## src/rtl/sa_pkg.sv

```systemverilog
// Shared widths and types for the systolic-array matrix engine.
package sa_pkg;
   localparam int DATA_W = 4;
   localparam int PROD_W = 2 * DATA_W;
   localparam int PSUM_W = 12;

   typedef logic [DATA_W-1:0] data_t;
   typedef logic [PROD_W-1:0] prod_t;
   typedef logic [PSUM_W-1:0] psum_t;
endpackage

```

## src/rtl/sa_pe_if.sv

```systemverilog
// PE data/control bundle: master drives the PE inputs, slave is the PE itself.
interface sa_pe_if;
   import sa_pkg::*;

   logic  PE_enable;
   logic  load_weight;
   logic  out_model;
   logic  is_signed;
   psum_t input_top;
   data_t input_left;
   psum_t out_bot;
   data_t out_right;

   modport master (
      output PE_enable, load_weight, out_model, is_signed, input_top, input_left,
      input  out_bot, out_right
   );

   modport slave (
      input  PE_enable, load_weight, out_model, is_signed, input_top, input_left,
      output out_bot, out_right
   );
endinterface

```

## src/rtl/sa_pe_mult.sv

```systemverilog
// Combinational 4x4 multiplier, signed or unsigned; 0 cycles, no flow control.
module sa_pe_mult
   import sa_pkg::*;
(
   input  data_t a,
   input  data_t b,
   input  logic  is_signed,
   output prod_t product
);
   prod_t a_ext;
   prod_t b_ext;

   // Extending both operands to the product width makes a truncated product
   // correct for both signed and unsigned interpretation.
   assign a_ext   = {{(PROD_W-DATA_W){is_signed & a[DATA_W-1]}}, a};
   assign b_ext   = {{(PROD_W-DATA_W){is_signed & b[DATA_W-1]}}, b};
   assign product = a_ext * b_ext;
endmodule

```

## src/rtl/sa_pe.sv

```systemverilog
// Weight-stationary PE: out_bot = top (+ weight*left), out_right = left; 1-cycle latency.
// No backpressure; PE_enable=0 freezes all registers.
module sa_pe
   import sa_pkg::*;
(
   input logic   clk,
   input logic   reset,
   sa_pe_if.slave pe
);
   data_t weight;
   psum_t out_bot_q;
   data_t out_right_q;
   prod_t mult_pro;
   psum_t prod_ext;

   sa_pe_mult u_mult (
      .a         (weight),
      .b         (pe.input_left),
      .is_signed (pe.is_signed),
      .product   (mult_pro)
   );

   assign prod_ext = {{(PSUM_W-PROD_W){pe.is_signed & mult_pro[PROD_W-1]}}, mult_pro};

   always_ff @(posedge clk) begin
      if (reset) begin
         weight      <= '0;
         out_bot_q   <= '0;
         out_right_q <= '0;
      end else if (pe.PE_enable) begin
         out_right_q <= pe.input_left;
         if (pe.load_weight) begin
            // Weight travels on with the psum bus so the column loads bottom-first.
            weight    <= pe.input_top[DATA_W-1:0];
            out_bot_q <= pe.input_top;
         end else if (pe.out_model) begin
            out_bot_q <= pe.input_top + prod_ext;
         end else begin
            out_bot_q <= pe.input_top;
         end
      end
   end

   assign pe.out_bot   = out_bot_q;
   assign pe.out_right = out_right_q;
endmodule

```

## src/flat_wrapper.sv

```systemverilog
// flat-port wrapper written by rule: the top's interface ports become plain ports
module sa_pe_flat import sa_pkg::*;
  (clk, reset, pe_PE_enable, pe_load_weight, pe_out_model, pe_is_signed, pe_input_top, pe_input_left, pe_out_bot, pe_out_right);
  sa_pe_if pe_i ();
  input logic clk;
  input logic reset;
  input wire logic [$bits(pe_i.PE_enable)-1:0] pe_PE_enable;
  input wire logic [$bits(pe_i.load_weight)-1:0] pe_load_weight;
  input wire logic [$bits(pe_i.out_model)-1:0] pe_out_model;
  input wire logic [$bits(pe_i.is_signed)-1:0] pe_is_signed;
  input wire logic [$bits(pe_i.input_top)-1:0] pe_input_top;
  input wire logic [$bits(pe_i.input_left)-1:0] pe_input_left;
  output wire logic [$bits(pe_i.out_bot)-1:0] pe_out_bot;
  output wire logic [$bits(pe_i.out_right)-1:0] pe_out_right;
  assign pe_i.PE_enable = pe_PE_enable;
  assign pe_i.load_weight = pe_load_weight;
  assign pe_i.out_model = pe_out_model;
  assign pe_i.is_signed = pe_is_signed;
  assign pe_i.input_top = pe_input_top;
  assign pe_i.input_left = pe_input_left;
  assign pe_out_bot = pe_i.out_bot;
  assign pe_out_right = pe_i.out_right;
  sa_pe u_core (.clk(clk), .reset(reset), .pe(pe_i));
endmodule
```

## config.mk

```make
export PLATFORM = sky130hd
export DESIGN_NAME = sa_pe_flat
export DESIGN_NICKNAME = d
export VERILOG_FILES = /design/src/rtl/sa_pkg.sv /design/src/rtl/sa_pe_if.sv /design/src/rtl/sa_pe_mult.sv /design/src/rtl/sa_pe.sv /design/src/flat_wrapper.sv
export SDC_FILE = /design/constraint.sdc
export NUM_CORES = 1
export LEC_CHECK = 0
export ABC_CLOCK_PERIOD_IN_PS = 11300
export BUFFER_PORTS_ARGS = -buffer_cell sky130_fd_sc_hd__buf_2
export CAP_MARGIN = 30
export CORE_UTILIZATION = 52
export DETAILED_ROUTE_END_ITERATION = 12
export PLACE_DENSITY = 0.74
export SYNTH_ARGS = -nofsm -noshare
export SYNTH_HDL_FRONTEND = slang
export SYNTH_SLANG_ARGS = --single-unit
```

## constraint.sdc

```tcl
create_clock -name clk -period 11.3 [get_ports clk]
set_clock_uncertainty 0.1 [all_clocks]
set_input_delay 0.565 -clock clk [delete_from_list [all_inputs] [get_ports clk]]
set_output_delay 0.565 -clock clk [all_outputs]
set_load 0.01 [all_outputs]
```

* Yosys cells after proc, flatten, opt, wreduce, memory -nomap -nowiden
Cells that the tools add are included. Widths: inputs -> output; s select.
Storage, ports and cells: register bits after elaboration 20, logic and storage cells 11
Operators by class: add/subtract/negate cells 1, multiply operators 1, mux-type cells 2, bitwise logic cells 3, reductions and logical operators 1
Operator list (number):
- $mux 12 | 2
- $add 12x12->12 | 1
- $mul 5x5->8 | 1
- $and 1x1->1 | 3
- $reduce_and 2->1 | 1

* Logic depth before layout (Yosys ltp)
depth in word-level cells 6, mapped depth 20, mapped depth without buffers 20

* Hierarchy
From an unflattened synthesis, not the netlist that was laid out.
Unflattened totals: cells, all modules 242, area total of the unflattened synthesis 2037.0 um^2
By module, submodules not included:
- sa_pe | times used 1, cells an instance 163, area each 1337.5 um^2, sequential area each 400.4 um^2
- sa_pe_mult | times used 1, cells an instance 79, area each 699.4 um^2, sequential area each 0.0 um^2

* Worst setup path before layout
OpenSTA, ideal clock, no wires.
kind input to register, start input pe_is_signed, end register u_core.out_bot_q[9], in the netlist u_core.pe.out_bot[9], library setup time 0.086 ns, data arrival time 5.139 ns, required time 11.114 ns, path slack 5.976 ns, stages 17, cell sequence nand2_1 > or2_2 > fa_1 > fa_1 > fa_1 > fa_1 > nand2b_1 > a21oi_1 > xnor3_2 > xnor2_1 > ha_1 > nor4_1 > o211ai_1 > a211o_1 > mux2i_1 > xnor2_1 > a211oi_1
Between the ends: longest elaborated chain between the ends 6, elaborated cells between the ends (all ways) 7, those cells by class add/sub (1); mul (1); mux (2); bitwise (3)
RTL lines:
- start, declared | line flat_wrapper.sv:10 | input wire logic [$bits(pe_i.is_signed)-1:0] pe_is_signed;
- $and 1x1->1, on equally long branches | line sa_pe_mult.sv:15, sa_pe_mult.sv:16
- $mul 5x5->8 | line sa_pe_mult.sv:17 | assign product = a_ext * b_ext;
- $and 1x1->1 | line sa_pe.sv:23 | assign prod_ext = {{(PSUM_W-PROD_W){pe.is_signed & mult_pro[PROD_W-1]}}, mult_pro};
- $add 12x12->12 * | line sa_pe.sv:37 | out_bot_q <= pe.input_top + prod_ext;
- $mux 12 * | line sa_pe.sv:36 | end else if (pe.out_model) begin
- $mux 12 * | line sa_pe.sv:32 | if (pe.load_weight) begin
- end signal, assigned | line sa_pe.sv:35 | out_bot_q <= pe.input_top;
- end signal, assigned | line sa_pe.sv:37
- end signal, assigned | line sa_pe.sv:39 | out_bot_q <= pe.input_top;
- end, declared | line sa_pe.sv:11 | psum_t out_bot_q;
Every way passes the cells marked *; elsewhere a longest branch is shown, timed or not. A chain may end at the register's enable or synchronous reset.

* Worst setup path in the final report
start input pe_input_left[3], end register u_core.out_bot_q[9], in the netlist u_core.pe.out_bot[9]
Between the ends: longest elaborated chain between the ends 6
RTL lines:
- start, declared | line flat_wrapper.sv:12 | input wire logic [$bits(pe_i.input_left)-1:0] pe_input_left;
- $and 1x1->1 | line sa_pe_mult.sv:16 | assign b_ext = {{(PROD_W-DATA_W){is_signed & b[DATA_W-1]}}, b};
- $mul 5x5->8 * | line sa_pe_mult.sv:17
- $and 1x1->1 | line sa_pe.sv:23
- $add 12x12->12 * | line sa_pe.sv:37
- $mux 12 * | line sa_pe.sv:36
- $mux 12 * | line sa_pe.sv:32
Marks and branches as above.

==> impl_results.md <==
- Status: complete, no violations
- Die Span X: 63.3 µm
- CTS tree: done
- Filler cells: 342
- Post-Route WL: 3910 µm
- Gpl congestion: 0.858
- Synth Cell Area: 1960 µm²
- Max VDD drop: 52.7 µV
- Yosys warns: 0
- Cells after synthesis: 235
- CTS Sinks: 20
- Setup TNS: 0 ns
- Gr usage total: 21.4%
- Period utilization: 49.4%
- Crit path time final: 5.58 ns
- Placeable Area: 3470 µm²
- Pre-CTS WS: 5.44 ns
- CTS hold repair buffers: 0
- # setup viols final: 0
- Mean Syn Cell Area: 8.32 µm²
- DIE HEIGHT: 63.3 µm
- I/O pin count: 38
- Final-report hold violation count: 0
- Number of global-route vias before repair: 1560
- Drt wl/cell: 12.5 µm
- Initial DRT Pass Iterations: 6
- Pins Over Slew Limit: 0
- Die ar.: 4010 µm²
- Largest net degree at the start of global routing: 34
- Area grow syn2layout: 13.0%
- First-pass GRT wire length: 6920 µm
- Max Clk Rate: 179 MHz
- Global route overflow: 0
- CP required: 11.38 ns
- Initial antenna violation count: 0
- Endpoint type of the worst setup path: register
- HP Class: register to register
- Clk Latency, worst-skew pair: 0.25 ns
- RSZ-0062 raised after global routing: false
- Iter 0 DRT Violations: 64
- Cell area power density: 95.0 nW/µm²
- Mapped Nets: 290
- PortBufs: 37
- Setup bufs post-CTS: 0
- Worst path buffer plus inverter count: 1
- Detailed-route vias per instance: 5.31
- Most common cell after layout, fill and taps aside: buf_2
- Remaining DRCs: 0
- Crit Path Class: primary input to register
- Placed Instances: 310
- Worst hold slack: 0.384 ns
- Layout Nets: 324
- Slew @ Worst Pin: 0.678 ns
- Worst Setup Slack, final: 5.72 ns
- Clock-pin slew on the worst setup and hold paths: 0.07 ns
- Synth Register Bits: 20
- Inserted Diodes: 0
- Worst path cell trace: buf_2, nand2_1, or2_2, fa_1, fa_1, fa_1, fa_1, nand2b_1, a21oi_1, xnor3_2, xnor2_1, ha_1, nor4_1, o211ai_1, a211o_1, mux2i_1, xnor2_1, a211oi_1
- Pleak: 1.05 nW
- Crit start category: primary input
- Critical path peak fanout: 7
- Post-CTS sizing: 0
- Share of layout cells above drive strength 1: 16.5%
- Headroom to the max-slew limit: 54.7%
- Total Power: 0.000210 W
- # H-tree levels: 1
- Distinct cells, synth: 32
- Clock buffer count from CTS: 3
- Post-DP HPWL: 3120 µm
- Top delay family on crit path: adder cells
- CP max-delay cell: fa_1
- Most frequent cells in the layout: 37 x buf_2, 27 x inv_1, 27 x nand2_1, 21 x nor2_1
- Sequential share of the synthesized area: 20.5%
- Final ANT Viol Nets: 0
- Fin cells: 313
- Cell row count: 21
- Crit path DAT: 5.66 ns
- Root Driver: clkbuf_8
- Max cap viols: 0
- Vias: 1661
- Most frequent cell on the critical path: fa_1
- Clock tree buffer depth: 2
- Starting Density: 56.4%
- Slowest stage delay, CP: 0.54 ns
-- final timing paths --
path / startpoint / to / slack, ns / cells past startpoint
max: pe_input_left[3] / u_core.pe.out_bot[9] / 5.72 / 18
min: u_core.pe.out_bot[6] / u_core.pe.out_bot[6] / 0.38 / 2
max reg2reg: u_core.weight[0] / u_core.pe.out_bot[9] / 5.92 / 16
min reg2reg: u_core.pe.out_bot[6] / u_core.pe.out_bot[6] / 0.38 / 2
-- registers in the layout, summed over array words and instances (netlist names) --
signal               cells
u_core.weight            4
u_core.pe.out_bot       12
u_core.pe.out_right      4
-- final cells by class --
cell class | count | area [µm²] | share of cell area, %
tap | 46 | 57.6 | 2.60
multi-input combinational | 180 | 1420 | 64.4
sequential | 20 | 400 | 18.1
inverter | 27 | 101 | 4.59
timing repair buffer | 37 | 185 | 8.38
clock buffer | 3 | 41.3 | 1.87
-- synth_stat cells --
cell type	count	share of area [%]
clkbuf_1	8	1.5
mux2i_4	1	1.2
o211ai_1	1	0.38
nand2_1	27	5.2
nand3_1	6	1.5
nor2b_1	1	0.32
fa_1	13	13
a21o_1	4	1.5
a311oi_1	8	3.6
a21oi_1	11	2.8
xor2_1	1	0.45
a211o_1	1	0.45
xnor2_1	16	7.2
a211oi_1	3	1.2
o21ai_0	6	1.5
and2_1	14	4.5
o21bai_1	1	0.38
and3_1	2	0.64
inv_1	27	5.2
nor4_1	1	0.32
a22oi_1	1	0.38
mux2i_1	8	4.1
or3_1	1	0.32
ha_1	20	13
or2_2	2	0.64
nor2_1	21	4.0
o21a_1	3	1.2
nand4_1	1	0.32
xnor3_2	1	1.2
nor3_1	2	0.51
nand2b_1	3	0.96
dfxtp_1	20	20
-- power breakdown --
part	leakage, nW	switching [W]	internal [W]
sequential	0.165	0.00000285	0.0000754
clock	0.0216	0.0000228	0.0000237
combinational	0.860	0.0000471	0.0000379
-- cells by family (layout without fill, tap and decap cells) --
group / Yosys count / count (layout) / share of synthesized area, %
and+or+nand+nor: 81 / 81 / 19.3
AOI/OAI and AO/OA: 39 / 39 / 13.4
buffers and inverters: 35 / 67 / 6.72
adders and majority gates: 33 / 33 / 26.1
DFF: 20 / 20 / 20.5
xor gates and xnor gates: 18 / 18 / 8.83
muxes: 9 / 9 / 5.25
-- per-stage QoR --
step | util (%) | area [µm²]
floorplan | - | 1960
global placement | 62.5 | 2170
detailed placement | 62.5 | 2170
CTS | 63.7 | 2210
global route | 63.7 | 2210
finish | 63.7 | 2210
-- layer usage --
metal,part of all wire [%],track usage [%],vias up
met1,51,31.1,770
met5,0,0,-
met3,3.7,2.72,2
met2,44,34.0,45
li1,-,-,844
met4,0.36,3.41,0
-- worst reg2reg max path: stages (launching register included) --
cell	delay, ns
dfxtp_1	0.35
or2_2	0.32
fa_1	0.51
fa_1	0.52
fa_1	0.54
fa_1	0.48
nand2b_1	0.17
a21oi_1	0.16
xnor3_2	0.32
xnor2_1	0.15
ha_1	0.20
nor4_1	0.45
o211ai_1	0.26
a211o_1	0.30
mux2i_1	0.17
xnor2_1	0.08
a211oi_1	0.22
(Power assumes the default switching activity.)
